$ cat config.mk
export PLATFORM = sky130hd
export DESIGN_NAME = uart_cmd_responder
export DESIGN_NICKNAME = d
export VERILOG_FILES = /design/src/rtl/uart_cmd_responder.sv
export SDC_FILE = /design/constraint.sdc
export NUM_CORES = 1
export LEC_CHECK = 0
export ABC_AREA = 1
export BUFFER_PORTS_ARGS = -buffer_cell sky130_fd_sc_hd__buf_2
export CAP_MARGIN = 10
export CORE_ASPECT_RATIO = 0.7
export CORE_MARGIN = 2
export CORE_UTILIZATION = 45
export DETAILED_ROUTE_END_ITERATION = 16
export PLACE_DENSITY = 0.61
export SYNTH_ARGS = -nofsm -noshare
export SYNTH_HDL_FRONTEND = slang
export SYNTH_SLANG_ARGS = --single-unit
$ cat constraint.sdc
create_clock -name clk -period 2.9 [get_ports clk]
set_input_delay 0 -clock clk [delete_from_list [all_inputs] [get_ports clk]]
set_output_delay 0 -clock clk [all_outputs]
set_load 0.02 [all_outputs]
$ cat src/rtl/uart_cmd_responder.sv
// ASCII hex command parser and register file between uart_rx and uart_tx.
// Accepts "W a d1 d0 EOL" writes and "R a EOL" reads, and answers through uart_tx's start/busy handshake.
module uart_cmd_responder #(
  parameter logic [7:0] REG_INIT = 8'h00,
  parameter logic [7:0] EOL      = 8'h0D
) (
  input  logic       clk,
  input  logic       rst,
  input  logic [7:0] rx_data,
  input  logic       rx_done,
  input  logic       tx_busy,
  output logic       tx_start,
  output logic [7:0] tx_data,
  output logic       wr_en,
  output logic [3:0] wr_addr,
  output logic [7:0] wr_data,
  output logic       rx_overrun
);

  typedef enum logic [2:0] {IDLE, W_A, W_D1, W_D0, W_EOL, R_A, R_EOL, FLUSH} pstate_t;
  typedef enum logic [1:0] {RIDLE, SEND, WAIT_HI, WAIT_LO} rstate_t;

  localparam logic [7:0] CR = 8'h0D;
  localparam logic [7:0] LF = 8'h0A;

  function automatic logic [4:0] hex_decode(input logic [7:0] b);
    if (b >= 8'h30 && b <= 8'h39)      return {1'b1, 4'(b - 8'h30)};
    else if (b >= 8'h41 && b <= 8'h46) return {1'b1, 4'(b - 8'h37)};
    else if (b >= 8'h61 && b <= 8'h66) return {1'b1, 4'(b - 8'h57)};
    else                               return 5'b0_0000;
  endfunction

  function automatic logic [7:0] hex_char(input logic [3:0] n);
    return (n < 4'd10) ? (8'h30 + {4'h0, n}) : (8'h37 + {4'h0, n});
  endfunction

  pstate_t    pstate, pstate_nxt;
  rstate_t    rstate, rstate_nxt;
  logic [3:0] addr, hi, lo;
  logic [7:0] regs [16];
  logic [7:0] rbuf [4];
  logic [2:0] count, idx, idx_nxt;
  logic       hi_wait, hi_wait_nxt;
  logic       tx_start_nxt;
  logic [7:0] tx_data_nxt;
  logic       accept, is_eol, dig_ok, resp_done;
  logic [3:0] dig;
  logic       do_write, do_read, do_err, latch_a, latch_hi, latch_lo;

  // Bytes are only parsed while no reply is in flight; otherwise they are dropped.
  assign accept          = rx_done && (rstate == RIDLE);
  assign is_eol          = (rx_data == EOL);
  assign {dig_ok, dig}   = hex_decode(rx_data);

  // NOTE: every always_comb output gets a default first so no path leaves it unassigned (no latches).
  always_comb begin
    pstate_nxt = pstate;
    do_write   = 1'b0;
    do_read    = 1'b0;
    do_err     = 1'b0;
    latch_a    = 1'b0;
    latch_hi   = 1'b0;
    latch_lo   = 1'b0;
    if (accept) begin
      case (pstate)
        IDLE: begin
          if (rx_data == 8'h57)                    pstate_nxt = W_A;
          else if (rx_data == 8'h52)               pstate_nxt = R_A;
          else if (!(is_eol || rx_data == LF))     pstate_nxt = FLUSH;
        end
        W_A, W_D1, W_D0, R_A: begin
          if (is_eol) begin
            do_err     = 1'b1;
            pstate_nxt = IDLE;
          end else if (!dig_ok) begin
            pstate_nxt = FLUSH;
          end else begin
            case (pstate)
              W_A:     begin latch_a  = 1'b1; pstate_nxt = W_D1;  end
              W_D1:    begin latch_hi = 1'b1; pstate_nxt = W_D0;  end
              W_D0:    begin latch_lo = 1'b1; pstate_nxt = W_EOL; end
              default: begin latch_a  = 1'b1; pstate_nxt = R_EOL; end
            endcase
          end
        end
        W_EOL: begin
          do_write   = is_eol;
          pstate_nxt = is_eol ? IDLE : FLUSH;
        end
        R_EOL: begin
          do_read    = is_eol;
          pstate_nxt = is_eol ? IDLE : FLUSH;
        end
        default: begin
          do_err     = is_eol;
          pstate_nxt = is_eol ? IDLE : FLUSH;
        end
      endcase
    end
  end

  // NOTE: sequential state uses non-blocking assignments so all registers update from pre-edge values.
  // NOTE: the register file is deliberately reset, since a defined REG_INIT after reset is architectural.
  always_ff @(posedge clk or negedge rst) begin
    if (!rst) begin
      pstate     <= IDLE;
      addr       <= 4'h0;
      hi         <= 4'h0;
      lo         <= 4'h0;
      count      <= 3'd0;
      wr_en      <= 1'b0;
      wr_addr    <= 4'h0;
      wr_data    <= 8'h00;
      rx_overrun <= 1'b0;
      for (int i = 0; i < 16; i++) regs[i] <= REG_INIT;
      for (int i = 0; i < 4; i++)  rbuf[i] <= 8'h00;
    end else begin
      pstate     <= pstate_nxt;
      rx_overrun <= rx_done && (rstate != RIDLE);
      wr_en      <= do_write;
      if (latch_a)  addr <= dig;
      if (latch_hi) hi   <= dig;
      if (latch_lo) lo   <= dig;
      if (do_write) begin
        regs[addr] <= {hi, lo};
        wr_addr    <= addr;
        wr_data    <= {hi, lo};
        rbuf[0]    <= 8'h4B;
        rbuf[1]    <= CR;
        rbuf[2]    <= LF;
        count      <= 3'd3;
      end else if (do_read) begin
        rbuf[0]    <= hex_char(regs[addr][7:4]);
        rbuf[1]    <= hex_char(regs[addr][3:0]);
        rbuf[2]    <= CR;
        rbuf[3]    <= LF;
        count      <= 3'd4;
      end else if (do_err) begin
        rbuf[0]    <= 8'h45;
        rbuf[1]    <= CR;
        rbuf[2]    <= LF;
        count      <= 3'd3;
      end else if (resp_done) begin
        count      <= 3'd0;
      end
    end
  end

  // Responder: one tx_start per byte, then wait for busy to rise (or a 2-cycle timeout) and fall.
  always_comb begin
    rstate_nxt   = rstate;
    idx_nxt      = idx;
    hi_wait_nxt  = 1'b0;
    tx_start_nxt = 1'b0;
    tx_data_nxt  = tx_data;
    resp_done    = 1'b0;
    case (rstate)
      RIDLE: begin
        if (count != 3'd0) begin
          rstate_nxt = SEND;
          idx_nxt    = 3'd0;
        end
      end
      SEND: begin
        if (!tx_busy) begin
          tx_start_nxt = 1'b1;
          tx_data_nxt  = rbuf[idx[1:0]];
          rstate_nxt   = WAIT_HI;
        end
      end
      WAIT_HI: begin
        if (tx_busy || hi_wait) rstate_nxt  = WAIT_LO;
        else                    hi_wait_nxt = 1'b1;
      end
      default: begin
        if (!tx_busy) begin
          if (3'(idx + 3'd1) == count) begin
            rstate_nxt = RIDLE;
            resp_done  = 1'b1;
          end else begin
            rstate_nxt = SEND;
            idx_nxt    = 3'(idx + 3'd1);
          end
        end
      end
    endcase
  end

  always_ff @(posedge clk or negedge rst) begin
    if (!rst) begin
      rstate   <= RIDLE;
      idx      <= 3'd0;
      hi_wait  <= 1'b0;
      tx_start <= 1'b0;
      tx_data  <= 8'h00;
    end else begin
      rstate   <= rstate_nxt;
      idx      <= idx_nxt;
      hi_wait  <= hi_wait_nxt;
      tx_start <= tx_start_nxt;
      tx_data  <= tx_data_nxt;
    end
  end

endmodule
==> flow_metrics.tcl, run 1 <==
set metrics [dict create \
    ys_ff_latch 191 \
    vias_per_cell 5.251 \
    cts_buffers 17 \
    clkLatencyLatePin_ps 440 \
    rr_worst_depth 9 \
    synth_area_per_cell_um2 7.901 \
    clock-root-buffer "clkbuf_16" \
    mappedNetlistArea_um2 9165 \
    cp_max_fo 13 \
    wl_per_cell_um 16.25 \
    cts_tree "done" \
    r2r_slack_ps 530 \
    postRouteAntennaNets 0 \
    hold_violations 0 \
    worst_r2r_endpoint "regs[87]" \
    worstMarginPinSlew_ps 958.9 \
    synth_cells 1160 \
    grt.overflow.total 0 \
    ys_seq_area_frac 0.5215 \
    fp-row-count 43 \
    area_delta_synth_final_pct 12.37 \
    path_clk_slew_ps 70 \
    cap_violations 0 \
    period_minus_slack_ps 2370 \
    htreeDepth 4 \
    post-route-period-util 0.8172 \
    grt_use_total 0.2360 \
    finalMaxSlewViolations 0 \
    leakage_nw 5.014 \
    synthTopCellsByArea "dfrtp_1 52%, nand2_1 19%, o21ai_0 8.5%, inv_1 2.7%, nand3_1 2.7%" \
    ir_drop_mv 0.4109 \
    path_class "reg -> reg" \
    grtUsageMet1 0.3779 \
    gp_congestion 0.8416 \
    hpwl_um 16500 \
    rsz0062_at_grt "false" \
    ctsResizeCount 0 \
    start_util 0.4604 \
    yosys_warnings 0 \
    final_nets 1212 \
    holdPathStages 5 \
    cts_sinks 191 \
    coreArea_um2 19910 \
    syn-num-nets 1184 \
    met3_usage 0.04305 \
    synth_enable_flop_cells 0 \
    cts_buffer_depth 2 \
    synthDistinctLibCells 33 \
    final.setup_skew_ps 12.35 \
    clock.fmax_mhz 422.0 \
    die_h_um 123.4 \
    hold_end "pstate[1]" \
    post-cts-setup-buffer-count 0 \
    hp-class "in -> reg" \
    arrival_ps 2660 \
    endpoint_kind "flop" \
    ioPinCount 35 \
    route.vias.total 7719 \
    start_kind "flop" \
    synth.most_common_cell "nand2_1" \
    synth.top_cell.area_share 0.5215 \
    worstPathRequired_ps 3190 \
    wirelength_um 23890 \
    grt_max_degree 97 \
    ys_async_sr_fraction 1.000 \
    grt_pass1_vias 7082 \
    finalSetupTns_ps 0 \
    powerDensity_nw_per_um2 579.9 \
    drtPass1Iterations 5 \
    num_antenna_cells 0 \
    finalSetupViolations 0 \
    antenna_found_initial 0 \
    drc_errors 0 \
    grt_pass1_wl_um 39080 \
    drt_iter0_drc 637 \
    numPortBuffers 33 \
    p_total_mw 5.972 \
    status "finished, final reports clean" \
    drive_above_1_share 0.09333 \
    worstReg2RegStart "rstate[1]" \
    hold_path.startpoint "rx_data[3]" \
    die_x_um 174.6 \
    synth_flop_cell "dfrtp_1" \
    die_area_um2 21540 \
    yosysTopAreaCell "dfrtp_1" \
    met2_usage 0.3242 \
    grt-busiest-layer "met1" \
    slew_headroom 0.3579 \
    synth_common_cells "475 x nand2_1, 191 x dfrtp_1, 155 x o21ai_0, 67 x inv_1, 58 x nor2_1" \
]
sequential cells by signal, indices dropped and copies added (netlist names):
register,flops
regs,128
rbuf,18
wr_data,8
tx_data,7
addr,4
hi,4
lo,4
wr_addr,4
idx,3
pstate,3
count,2
rstate,2
hi_wait,1
rx_overrun,1
tx_start,1
wr_en,1
layout make-up:
cell class,count,area [um2]
Tap cell,270,337.8
Timing Repair Buffer,66,454.2
Clock inverter,11,132.6
Sequential cell,191,4781
Multi-Input combinational cell,844,3881
Clock buffer,20,456.7
Fill cell,1987,9608
Inverter,68,255.2
repair_timing:
| action | CTS | global route |
|---|---|---|
| endpoints found under the hold margin | 97 | 0 |
| hold buffers | 3 | 0 |
| setup endpoints to repair | 0 | 0 |
critical path: stages (launching register included):
cell     delay (ps)
dfrtp_1         420
inv_1           110
ha_1            220
nand2_1         150
nor4_4          220
buf_4           310
nand4_1         320
buf_4           290
nand2_1          70
o21ai_0         100
how the worst max path moves through the flow:
stage              start  endpoint  cells past startpoint
6_report       rstate[1]  regs[87]                      9
5_1_grt          addr[0]  rbuf[26]                     17
4_1_cts        rstate[1]  regs[87]                      9
3_5_place_dp   rstate[1]  regs[87]                      9
3_3_place_gp     addr[1]  rbuf[18]                     13
2_1_floorplan    addr[0]  rbuf[28]                     14
through the flow:
step | cell area [um2] | cells | util | setup WS, ps | hold WS, ps
after floorplan | 9165 | 1160 | - | 874.4 | -295.6
after global placement | 9679 | 1436 | 0.4862 | 634.5 | 153.7
after detailed placement | 9679 | 1436 | 0.4862 | 557.2 | 148.6
after CTS | 10300 | 1470 | 0.5173 | 556.2 | 14.33
after global routing | 10300 | 1470 | 0.5173 | 269.6 | 56.61
final | 10300 | 1470 | 0.5173 | 530.3 | 20.35
placed cells by master, fill, tap and decap left out, drive strengths merged, types with 4 or more instances in the layout:
cell type / n
a21oi: 22
buf: 62
clkbuf: 21
clkinvlp: 5
dfrtp: 191
ha: 12
inv: 70
nand2: 475
nand3: 59
nand4: 23
nor2: 58
nor3: 10
o21ai: 163
or2: 4
power by group:
part | switching (mW) | leakage [nW] | total, mW | internal [mW]
registers | 0.101 | 2.63 | 2.86 | 2.76
logic | 0.486 | 2.11 | 0.731 | 0.244
clock network | 1.06 | 0.272 | 2.38 | 1.32
total | 1.65 | 5.01 | 5.97 | 4.33
logic make-up after synthesis:
group	count (synthesis)	synth area share
simple gates	632	0.2926
compound gates	195	0.1094
flops	191	0.5215
buf+inv	125	0.05556
fa+ha+maj	12	0.01638
mux	3	0.003277
other cells	1	0.0004092
xor+xnor	1	0.0009558
metal layers:
metal  share of wire  vias to the layer above
met2            0.40                      233
met4           0.012                        0
met5               0                        -
met3           0.059                       17
li1                -                     3797
met1            0.53                     3672
(Power assumes the default switching activity.)
==> inputs of run 2 (changes only) <==
Clock period 2.9 ns to 2.3 ns, I/O delays scaled along.
==> run 2 against run 1 <==
Effect of this change: via count is 0.65% lower; design area is 1.5% higher; total power grew 25%; count of clock-buffer cells in the layout rose by 1; sequential power rose by 25%; critical path type unchanged; largest power group unchanged.
==> flow_metrics.tcl, run 2 (synthesis results as in run 1) <==
set metrics [dict create \
    cts_buffers 17 \
    finalSetupViolations 0 \
    drive_above_1_share 0.1066 \
    holdPathStages 5 \
    drt_iter0_drc 673 \
    crit_chain "buf_12, buf_12, nand2_1, nand2_1, nand2_1, nand3_1, nand2_1, nand2_1, nor2_2, ha_1, nand2_1, nand2_1, nand2_1, nor2_1, nor2_1" \
    coreArea_um2 19910 \
    finalMaxSlewViolations 0 \
    clock.fmax_mhz 467.5 \
    top_register "regs" \
    largest_registers "regs (128), rbuf (18), wr_data (8)" \
    finalSetupTns_ps 0 \
    status "finished, final reports clean" \
    die_h_um 123.4 \
    grt_max_degree 59 \
    vias_per_cell 5.182 \
    gp_congestion 0.8597 \
    slew_headroom 0.4796 \
    rr_worst_depth 15 \
    hpwl_um 16600 \
    final_nets 1223 \
    area_delta_synth_final_pct 14.02 \
    numPortBuffers 33 \
    instances_no_fill 1480 \
    worstPathRequired_ps 2620 \
    rsz0062_at_grt "false" \
    fillers 1953 \
    cap_violations 0 \
    preCtsSetupSlack_ps 81.05 \
    fin_ws_ps 160.8 \
    antenna_found_initial 0 \
    grt_use_total 0.2387 \
    htreeDepth 4 \
    cp_max_fo 32 \
    post-route-period-util 0.9301 \
    final_common_cell "nand2_1" \
    clock-root-buffer "clkbuf_16" \
    worstReg2RegStart "addr[0]" \
    clkLatencyLatePin_ps 440 \
    fp-row-count 43 \
    num_antenna_cells 0 \
    cts_buffer_depth 2 \
    ir_drop_mv 0.5267 \
    drtPass1Iterations 5 \
    cp_slowest_stage_delay_ps 460 \
    hold_violations 0 \
    endpoint_kind "flop" \
    hold_path.startpoint "rx_data[3]" \
    p_total_mw 7.476 \
    multi_input_comb_area_um2 3899 \
    die_x_um 174.6 \
    die_area_um2 21540 \
    dp.cells 1445 \
    hold_end "pstate[1]" \
    leakage_nw 5.089 \
    postRouteAntennaNets 0 \
    worstMarginPinSlew_ps 779.7 \
    grt.overflow.total 0 \
    start_util 0.4604 \
    cts_sinks 191 \
    grt_pass1_vias 6993 \
    wl_per_cell_um 16.39 \
    route.vias.total 7669 \
    arrival_ps 2460 \
    largest_reg_flops 128 \
    seq_area_um2 4781 \
    path_class "reg -> reg" \
    cts_tree "done" \
    final.setup_skew_ps 11.76 \
    r2r_slack_ps 160 \
    drc_errors 0 \
    path_common_cell "nand2_1" \
    start_kind "flop" \
    ioPinCount 35 \
    path_clk_slew_ps 70 \
    powerDensity_nw_per_um2 715.4 \
    grt_pass1_wl_um 39560 \
    layout_common_cells "474 x nand2_1, 190 x dfrtp_1, 155 x o21ai_0" \
    worst_r2r_endpoint "rbuf[18]" \
    period_minus_slack_ps 2139 \
    cp_slowest_cell "dfrtp_2" \
    wirelength_um 24250 \
    hp-class "in -> reg" \
]
-- run 2: layout make-up --
| cell class | count | share of cell area |
|---|---|---|
| flip-flops and latches | 191 | 0.4575 |
| multi-input cells | 844 | 0.3731 |
| repair buffers | 77 | 0.05855 |
| clock buffers | 21 | 0.04598 |
| well taps | 270 | 0.03233 |
| inverters | 68 | 0.02443 |
| clock inverters | 9 | 0.008142 |
-- run 2: what timing repair did --
item | in CTS | in global routing
setup buffers | 0 | 2
hold buffers | 3 | 0
setup endpoints to repair | 0 | 14
gates resized for setup | 0 | 7
endpoints found under the hold margin | 165 | 0
-- run 2: worst max-delay path, delay by kind of cell (launching register included) --
family	cells	cell delay [ps]
AND/OR/NAND/NOR	12	1050
buffers and inverters	2	310
flip-flops	1	460
adder cells (fa/ha/maj)	1	190
-- run 2: worst max path at each step --
stage	start	end	slack, ps	depth (start not counted)
after floorplan	addr[0]	rbuf[28]	270	14
after global placement	addr[1]	rbuf[26]	130	15
after detailed placement	addr[0]	rbuf[30]	80	15
after CTS	addr[0]	rbuf[26]	60	16
after global routing	addr[1]	rbuf[22]	6	12
final	addr[0]	rbuf[18]	160	15
-- run 2: layer usage --
| layer | wire (um) | GRT usage |
|---|---|---|
| met1 | 13150 | 0.3976 |
| met2 | 9352 | 0.3130 |
| met3 | 1526 | 0.04182 |
| met4 | 225 | 0.05521 |
| met5 | 0 | 0 |
-- run 2: through the flow --
step                hold slack [ps]    util  area, um2
floorplan                    -295.6       -       9165
CTS                           10.06  0.5227      10410
finish                        16.01  0.5250      10450
global route                  47.23  0.5250      10450
global placement             -21.19  0.4928       9809
detailed placement           -15.88  0.4928       9809
-- run 2: power by group --
group          internal [mW]  switching [mW]  total [mW]
clock                   1.60            1.31        2.90
sequential              3.48          0.0837        3.57
combinational          0.345           0.661        1.01
